==> config.mk <==
export PLATFORM = sky130hd
export DESIGN_NAME = uart_alu_ctrl
export DESIGN_NICKNAME = d
export VERILOG_FILES = /design/src/rtl/uart_alu_pkg.sv /design/src/rtl/uart_alu_accum.sv /design/src/rtl/uart_alu_ctrl.sv
export SDC_FILE = /design/constraint.sdc
export NUM_CORES = 1
export LEC_CHECK = 0
export BUFFER_PORTS_ARGS = -buffer_cell sky130_fd_sc_hd__buf_2
export CAP_MARGIN = 20
export CORE_UTILIZATION = 55
export CTS_BUF_LIST = sky130_fd_sc_hd__clkbuf_8
export DETAILED_ROUTE_END_ITERATION = 10
export GPL_TIMING_DRIVEN = 1
export PLACE_DENSITY = 0.69
export REMOVE_ABC_BUFFERS = 1
export SLEW_MARGIN = 5
export SYNTH_ARGS = -nofsm -noshare
export SYNTH_HDL_FRONTEND = slang
export SYNTH_SLANG_ARGS = --single-unit
==> constraint.sdc <==
create_clock -name clk_i -period 4.1 [get_ports clk_i]
set_input_delay 0.82 -clock clk_i [delete_from_list [all_inputs] [get_ports clk_i]]
set_output_delay 0.82 -clock clk_i [all_outputs]
set_load 0.02 [all_outputs]
==> src/rtl/uart_alu_pkg.sv <==
// Shared opcodes, header length and parser state encoding for the UART ALU controller.
package uart_alu_pkg;

  localparam logic [7:0]  OpEcho = 8'hEC;
  localparam logic [7:0]  OpAdd  = 8'hAD;
  localparam logic [7:0]  OpMul  = 8'h88;
  localparam logic [15:0] HdrLen = 16'd4;

  typedef enum logic [2:0] {
    StOpcode,
    StRsvd,
    StLenLo,
    StLenHi,
    StEcho,
    StAccum,
    StResult,
    StDrain
  } state_e;

endpackage

==> src/rtl/uart_alu_accum.sv <==
// Little-endian 32-bit word assembly and running add (or multiply, with UART_ALU_MUL_EN) accumulator.
module uart_alu_accum
  import uart_alu_pkg::*;
(
  input  logic        clk_i,
  input  logic        rst_ni,
  input  logic        init_i,
  input  logic        mul_i,
  input  logic        valid_i,
  input  logic [7:0]  data_i,
  output logic [31:0] acc_o
);

  logic [23:0] part_q;
  logic [1:0]  idx_q;
  logic [31:0] acc_q;
  logic [31:0] word;

  // The fourth byte completes the word directly from the input, so no extra cycle is needed.
  assign word  = {data_i, part_q};
  assign acc_o = acc_q;

  // NOTE: sequential state uses non-blocking assignments so every register samples pre-edge values.
  always_ff @(posedge clk_i or negedge rst_ni) begin
    if (!rst_ni) begin
      part_q <= '0;
      idx_q  <= '0;
      acc_q  <= '0;
    end else if (init_i) begin
      part_q <= '0;
      idx_q  <= '0;
      acc_q  <= {31'd0, mul_i};
    end else if (valid_i) begin
      idx_q  <= idx_q + 2'd1;
      part_q <= {data_i, part_q[23:8]};
      if (idx_q == 2'd3) begin
`ifdef UART_ALU_MUL_EN
        acc_q <= mul_i ? acc_q * word : acc_q + word;
`else
        acc_q <= acc_q + word;
`endif
      end
    end
  end

endmodule

==> src/rtl/uart_alu_ctrl.sv <==
// Packet parser between a UART byte stream and an echo / add32 engine.
// Define UART_ALU_MUL_EN to also accept opcode 0x88 (mul32).
module uart_alu_ctrl
  import uart_alu_pkg::*;
#(
  parameter logic [15:0] MaxLen = 16'd1024
) (
  input  logic       clk_i,
  input  logic       rst_ni,
  input  logic [7:0] s_axis_tdata_i,
  input  logic       s_axis_tvalid_i,
  output logic       s_axis_tready_o,
  output logic [7:0] m_axis_tdata_o,
  output logic       m_axis_tvalid_o,
  input  logic       m_axis_tready_i,
  output logic       busy_o,
  output logic       err_o
);

  state_e      state_q, state_d;
  logic [15:0] cnt_q, cnt_d;
  logic [7:0]  op_q, op_d;
  logic [7:0]  len_lo_q, len_lo_d;
  logic [1:0]  idx_q, idx_d;
  logic        m_valid_q, m_valid_d;
  logic [7:0]  m_data_q, m_data_d;
  logic        err_q, err_d;

  logic        s_ready, s_hs;
  logic        acc_init, acc_en;
  logic        is_mul, is_arith;
  logic [15:0] len, payload;
  logic [1:0]  idx_inc;
  logic [31:0] acc;

`ifdef UART_ALU_MUL_EN
  assign is_mul = (op_q == OpMul);
`else
  assign is_mul = 1'b0;
`endif
  assign is_arith = (op_q == OpAdd) || is_mul;
  assign len      = {s_axis_tdata_i, len_lo_q};
  assign payload  = len - HdrLen;
  assign idx_inc  = idx_q + 2'd1;
  assign s_hs     = s_axis_tvalid_i && s_ready;

  // Echo stops accepting once its count is exhausted so the last byte can drain before OPCODE.
  always_comb begin
    s_ready = 1'b1;
    if (state_q == StResult) s_ready = 1'b0;
    else if (state_q == StEcho) s_ready = (cnt_q != 16'd0) && (!m_valid_q || m_axis_tready_i);
  end

  uart_alu_accum u_accum (
    .clk_i   (clk_i),
    .rst_ni  (rst_ni),
    .init_i  (acc_init),
    .mul_i   (is_mul),
    .valid_i (acc_en),
    .data_i  (s_axis_tdata_i),
    .acc_o   (acc)
  );

  // NOTE: every signal assigned here gets a default first, so no path can infer a latch.
  always_comb begin
    state_d   = state_q;
    cnt_d     = cnt_q;
    op_d      = op_q;
    len_lo_d  = len_lo_q;
    idx_d     = idx_q;
    m_valid_d = m_valid_q && !m_axis_tready_i;
    m_data_d  = m_data_q;
    err_d     = 1'b0;
    acc_init  = 1'b0;
    acc_en    = 1'b0;
    unique case (state_q)
      StOpcode: if (s_hs) begin op_d = s_axis_tdata_i; state_d = StRsvd; end
      StRsvd:   if (s_hs) state_d = StLenLo;
      StLenLo:  if (s_hs) begin len_lo_d = s_axis_tdata_i; state_d = StLenHi; end
      StLenHi: if (s_hs) begin
        cnt_d    = payload;
        idx_d    = 2'd0;
        acc_init = 1'b1;
        if (len < HdrLen || len > MaxLen) begin
          err_d   = 1'b1;
          state_d = StOpcode;
        end else if (op_q == OpEcho) begin
          state_d = (payload == 16'd0) ? StOpcode : StEcho;
        end else if (is_arith) begin
          if (payload[1:0] != 2'b00) begin
            err_d   = 1'b1;
            state_d = StDrain;
          end else begin
            state_d = (payload == 16'd0) ? StResult : StAccum;
          end
        end else begin
          err_d   = 1'b1;
          state_d = (payload == 16'd0) ? StOpcode : StDrain;
        end
      end
      StEcho: begin
        if (cnt_q != 16'd0) begin
          if (s_hs) begin
            m_data_d  = s_axis_tdata_i;
            m_valid_d = 1'b1;
            cnt_d     = cnt_q - 16'd1;
          end
        end else if (!m_valid_q || m_axis_tready_i) begin
          state_d = StOpcode;
        end
      end
      StAccum: if (s_hs) begin
        acc_en = 1'b1;
        cnt_d  = cnt_q - 16'd1;
        if (cnt_q == 16'd1) state_d = StResult;
      end
      StResult: begin
        if (!m_valid_q) begin
          m_valid_d = 1'b1;
          m_data_d  = acc[{idx_q, 3'b000} +: 8];
        end else if (m_axis_tready_i) begin
          if (idx_q == 2'd3) begin
            state_d = StOpcode;
          end else begin
            idx_d     = idx_inc;
            m_valid_d = 1'b1;
            m_data_d  = acc[{idx_inc, 3'b000} +: 8];
          end
        end
      end
      StDrain: if (s_hs) begin
        cnt_d = cnt_q - 16'd1;
        if (cnt_q == 16'd1) state_d = StOpcode;
      end
      default: state_d = StOpcode;
    endcase
  end

  always_ff @(posedge clk_i or negedge rst_ni) begin
    if (!rst_ni) begin
      state_q   <= StOpcode;
      cnt_q     <= '0;
      op_q      <= '0;
      len_lo_q  <= '0;
      idx_q     <= '0;
      m_valid_q <= 1'b0;
      m_data_q  <= '0;
      err_q     <= 1'b0;
    end else begin
      state_q   <= state_d;
      cnt_q     <= cnt_d;
      op_q      <= op_d;
      len_lo_q  <= len_lo_d;
      idx_q     <= idx_d;
      m_valid_q <= m_valid_d;
      m_data_q  <= m_data_d;
      err_q     <= err_d;
    end
  end

  assign s_axis_tready_o = s_ready;
  assign m_axis_tdata_o  = m_data_q;
  assign m_axis_tvalid_o = m_valid_q;
  assign busy_o          = (state_q != StOpcode);
  assign err_o           = err_q;

endmodule

# After elaboration in Yosys (flattened, before gate mapping)
# Cells that the tools add are included.
word_totals:
  register_bits: 105
  in_bits: 12
  out_inout_bits: 12
  wordCells: 135
op_classes:
  addsub: 5
  order_cmp: 2
  eq_ne: 30
  shifts: 2
  mux: 60
  n_reduce_logical: 25
op_table:
  columns: ["cell", "count"]
  rows:
  - ["$mux W32", 3]
  - ["$shiftx A32 B6 Y8", 2]
  - ["$mux W3", 18]
  - ["$mux W16", 3]
  - ["$mux W24", 2]
  - ["$pmux W16 S3", 1]
  - ["$mux W8", 5]
  - ["$add A32 B32 Y32", 1]
  - ["$ne A2 B2 Y1 const B", 13]
  - ["$pmux W3 S8", 1]
  - ["$eq A16 B1 Y1 const B", 1]
  - ["$eq A8 B8 Y1 const B", 2]
  - ["$gt A16 B11 Y1 const B", 1]
  - ["$logic_not A16 Y1", 1]
  - ["$lt A16 B3 Y1 const B", 1]
  - ["$mux W1", 16]
  - ["$mux W2", 8]
  - ["$pmux W8 S2", 1]
  - ["$reduce_bool A16 Y1", 1]
  - ["$sub A16 B1 Y16 const B", 1]
  - ["$sub A16 B3 Y16 const B", 1]
  - ["$reduce_and A13 Y1", 1]
  - ["$eq A3 B3 Y1 const B", 4]
  - ["$reduce_and A5 Y1", 2]
  - ["17 further kinds", 34]

# Logic depth before layout (Yosys ltp)
depth:
  ltp_word: 10
  mapped_depth: 13
  ltp_nobuf: 12

# Cells and area by module
# From an unflattened synthesis, not the netlist that was laid out.
unflattened:
  hier_cells: 780
  hier_area_um2: 7073.0
modules_own_cells:
  columns: ["mod", "n_inst", "cells_per_inst", "area_per_inst_um2", "seq_area_each_um2"]
  rows:
  - ["uart_alu_accum", 1, 456, 4008.8, 1451.4]
  - ["uart_alu_ctrl", 1, 324, 3064.2, 1176.1]

# Worst setup path after synthesis
# Ideal clock, no wire load.
synth_timing:
  kind: "register to register"
  from: "register u_accum.acc_q[15] (netlist: u_accum.acc_o[15])"
  to: "register u_accum.acc_q[24] (netlist: u_accum.acc_o[24])"
  setup_ns: 0.133
  t_arrival_ns: 2.482
  required_time_ns: 3.967
  path_slack_ns: 1.484
  path_stages_with_launch: 12
  n_path_buf: 1
  synth_period_minus_slack_ns: 2.616
  cell_sequence: "dfrtp_1 -> ha_1 -> a21o_1 -> a21oi_1 -> nor2b_1 -> o311ai_0 -> a21oi_1 -> or4_1 -> clkbuf_1 -> a31oi_1 -> xor2_1 -> o21ai_0"
synth_via:
  elab_chain_len: 4
synth_lines:
  columns: ["item", "line", "text"]
  rows:
  - ["start: declaration", "uart_alu_accum.sv:16", "logic [31:0] acc_q;"]
  - ["start signal: assignment", "uart_alu_accum.sv:32", "acc_q <= {31'd0, mul_i};"]
  - ["start signal: assignment", "uart_alu_accum.sv:40", "acc_q <= acc_q + word;"]
  - ["$add A32 B32 Y32", "uart_alu_accum.sv:40", null]
  - ["$mux W32", "uart_alu_accum.sv:36", "if (idx_q == 2'd3) begin"]
  - ["$mux W32", "uart_alu_accum.sv:33", "end else if (valid_i) begin"]
  - ["$mux W32", "uart_alu_accum.sv:29", "end else if (init_i) begin"]
# Every way passes these cells. The select of a mux whose other input is x is not followed.
# A chain may end at the register's enable or synchronous reset.

# Worst setup path in the final report
layout_timing:
  from: "register cnt_q[3]"
  to: "output s_axis_tready_o"
layout_via:
  elab_chain_len: 4
layout_lines:
  columns: ["item", "line", "text"]
  rows:
  - ["start: declaration", "uart_alu_ctrl.sv:21", "logic [15:0] cnt_q, cnt_d;"]
  - ["start signal: assignment", "uart_alu_ctrl.sv:151", "cnt_q <= cnt_d;"]
  - ["$reduce_bool A16 Y1", "uart_alu_ctrl.sv:51", "else if (state_q == StEcho) s_ready = (cnt_q != 16'd0) && (!m_valid_q || m_axis_tready_i);"]
  - ["$logic_and A1 B1 Y1", "uart_alu_ctrl.sv:51", null]
  - ["$mux W1", "uart_alu_ctrl.sv:51", null]
  - ["$mux W1", "uart_alu_ctrl.sv:50", "if (state_q == StResult) s_ready = 1'b0;"]
  - ["end: declaration", "uart_alu_ctrl.sv:12", "output logic s_axis_tready_o,"]
# Every way passes these cells.

==> metrics.txt <==
outcome=complete, no violations; pre-CTS WS=1.10 ns; Worst slew margin=41.5%; H-tree depth=3; Die ar.=13200 um^2; dominant synthesized flop cell=dfrtp_1; Critical Path, Cell by Cell=nor3_1 -> nand3b_1 -> nor3_1 -> nand3_1 -> o21a_1 -> buf_2; Hold Crit Class=flop to flop; clock skew=0.0159 ns; Peak VDD IR=192 uV; Area Growth Syn to Fin=6.89%; vias in the first global route=5926; Final #Nets=871; pin count of the biggest net entering global routing=67; WP buf/inv=1; FFs w/ async S/R, synth=100%; Max Transition Viols Final=0; max incr delay on CP=0.44 ns; Period Utilization, post-route=75.8%; fill count=1121; setup_tns=0 ns; core area=12200 um^2; initial antenna violation count=0; GR Overflow Total=0; CP Max Fanout=6; startpoint types=flop; leading post-synthesis cells by cell area=dfrtp_1 (37%), ha_1 (6.8%), nand2_1 (5.9%), a21oi_1 (5.6%), o21ai_0 (5.0%); f_max=322 MHz; total power=3.03 mW; RePlAce Congestion=0.931; number of synthesized register bits=105; I/O pins=24; Critical Path AT=2.29 ns; num rows=40; drt drc=0; Yosys top cell area share=37.5%; Max clock buf depth=2; Routed wire per std cell=18.7 um; WS Path Type=flop to output port; Skew-Pair Late Insertion Delay=0.40 ns; Syn. warnings=0; vias after detailed routing=6134; sequential area share after synthesis=37.5%; Iteration-0 DRC Markers=513; Post-DRT Antenna Nets=0; PD cells=404 nW/um^2; PnR worst setup slack=0.993 ns; Worst setup EP type=output port; Tot GR Track Use=30.2%; Post-synth EDFFs=0; leakage power=3.28 nW; cell mode on critical path=nor3_1; IO buf count=23; CTS resizes=0; buffer count from post-CTS setup fixing=0; total CTS buffers=9; placed inst area=7280 um^2; Clock Sinks=105; Die W=115 um; dpl hpwl=13900 um; final critical path time including I/O delays and setup=3.11 ns; CTS tree=built; average size of a mapped cell=8.60 um^2; layout cells sized above 1=10.2%; Post-Syn Area=7010 um^2; Final Hold Fails=0; WL final=18600 um; # hold bufs at CTS=0; Initial Util=57.4%; final setup fails=0; Via-to-Cell Ratio=6.18; die height=115 um; post-route cell area=7490 um^2; Synth top cells by count=nand2_1 (111), dfrtp_1 (105), a21oi_1 (79); most frequent cell after synthesis=nand2_1; DR pass1 iterations=8; RSZ-0062 raised after global routing=no; required time worst endpoint=3.28 ns; CTS root buf=clkbuf_8; area leader, netlist=dfrtp_1; Worst Max-Slew Pin Slew=0.875 ns; Cell variety after synth=61; Synth Instances=815; n_diodes=0; Critical Path Slowest Stage Cell=dfrtp_1; clk slew on worst S/H paths=0.11 ns; max capacitance violation total=0; first-pass GRT wire length=30500 um; largest delay contributor family on the critical path=simple AND/OR/NAND/NOR gates
[layer usage]
metal  vias up  GRT usage (%)  wire length (um)
li1       2949              -                 -
met4         0           9.00               340
met1      2974           38.0              7930
met5         -              0                 0
met3        28           5.64               923
met2       183           52.9              9370
[placed cells by master (no fill, tap or decap), drive strengths merged, types with 9 or more instances in the layout]
cell type | Yosys | final
nand2 | 111 | 111
a31oi | 9 | 9
ha | 38 | 38
buf | 3 | 35
dfrtp | 105 | 105
nand3 | 43 | 43
o21ai | 71 | 71
nor3 | 23 | 23
a21o | 14 | 14
mux2i | 11 | 11
o31ai | 15 | 15
a21oi | 80 | 80
xor2 | 15 | 15
xnor2 | 16 | 16
clkbuf | 38 | 9
mux2 | 12 | 12
nor2 | 59 | 59
inv | 27 | 30
[flip-flops by register name, indices dropped and copies added, names as in the netlist]
name	flops
u_accum.part_q	24
op_q	8
u_accum.acc_o	32
u_accum.idx_q	2
idx_q	2
m_axis_tvalid_o	1
m_axis_tdata_o	8
len_lo_q	8
err_o	1
state_q	3
cnt_q	16
[worst register-to-register path: stages, from the launching register on]
cell and delay (ns):
dfrtp_1 0.44, nor3_1 0.37, nand4b_1 0.17, o31ai_1 0.26, a21oi_1 0.14, nor2_1 0.18
nand3_1 0.66, buf_4 0.50, a31o_2 0.27
[kinds of logic after synthesis]
logic type,Yosys count,share of synthesized area [%]
compound gates,247,22.0
flops,105,37.5
simple gates,294,19.9
mux,31,6.07
buf+inv,68,3.64
xor+xnor,31,3.87
fa+ha+maj,39,7.07
[cell type report]
class	instances	area [um^2]	area share [%]
clock buffers	9	124	1.65
clock inverters	7	87.6	1.17
inverters	27	101	1.35
multi-input cells	642	4130	55.1
flip-flops and latches	105	2630	35.1
well taps	168	210	2.81
repair buffers	35	213	2.84
[power breakdown]
part / internal, mW / switching (mW) / leakage [nW]
Combinational: 0.344 / 0.501 / 1.79
Clock: 0.294 / 0.415 / 0.0996
Sequential: 1.24 / 0.241 / 1.40
Total: 1.87 / 1.16 / 3.28
[worst paths after layout]
| path | cells after the start | startpoint | to | slack [ns] |
|---|---|---|---|---|
| max in group asynchronous | 2 | rst_ni | u_accum.acc_o[27] | 2.72 |
| worst max register to register | 8 | cnt_q[3] | u_accum.acc_o[29] | 1.02 |
| worst min register to register | 2 | m_axis_tdata_o[0] | m_axis_tdata_o[0] | 0.48 |
| worst min-delay path | 2 | m_axis_tdata_o[0] | m_axis_tdata_o[0] | 0.48 |
| min in group asynchronous | 1 | rst_ni | cnt_q[10] | 0.51 |
| worst max-delay path | 6 | cnt_q[3] | s_axis_tready_o | 0.99 |
[metrics by stage]
| stage | utilization, % | std cells | hold slack, ns |
|---|---|---|---|
| floorplan | - | 774 | 0.444 |
| global placement | 59.5 | 975 | 0.460 |
| detailed placement | 59.6 | 976 | 0.465 |
| CTS | 61.3 | 992 | 0.490 |
| global route | 61.4 | 993 | 0.519 |
| finish | 61.4 | 993 | 0.480 |
Note: power is estimated with default switching activity, not from simulation.
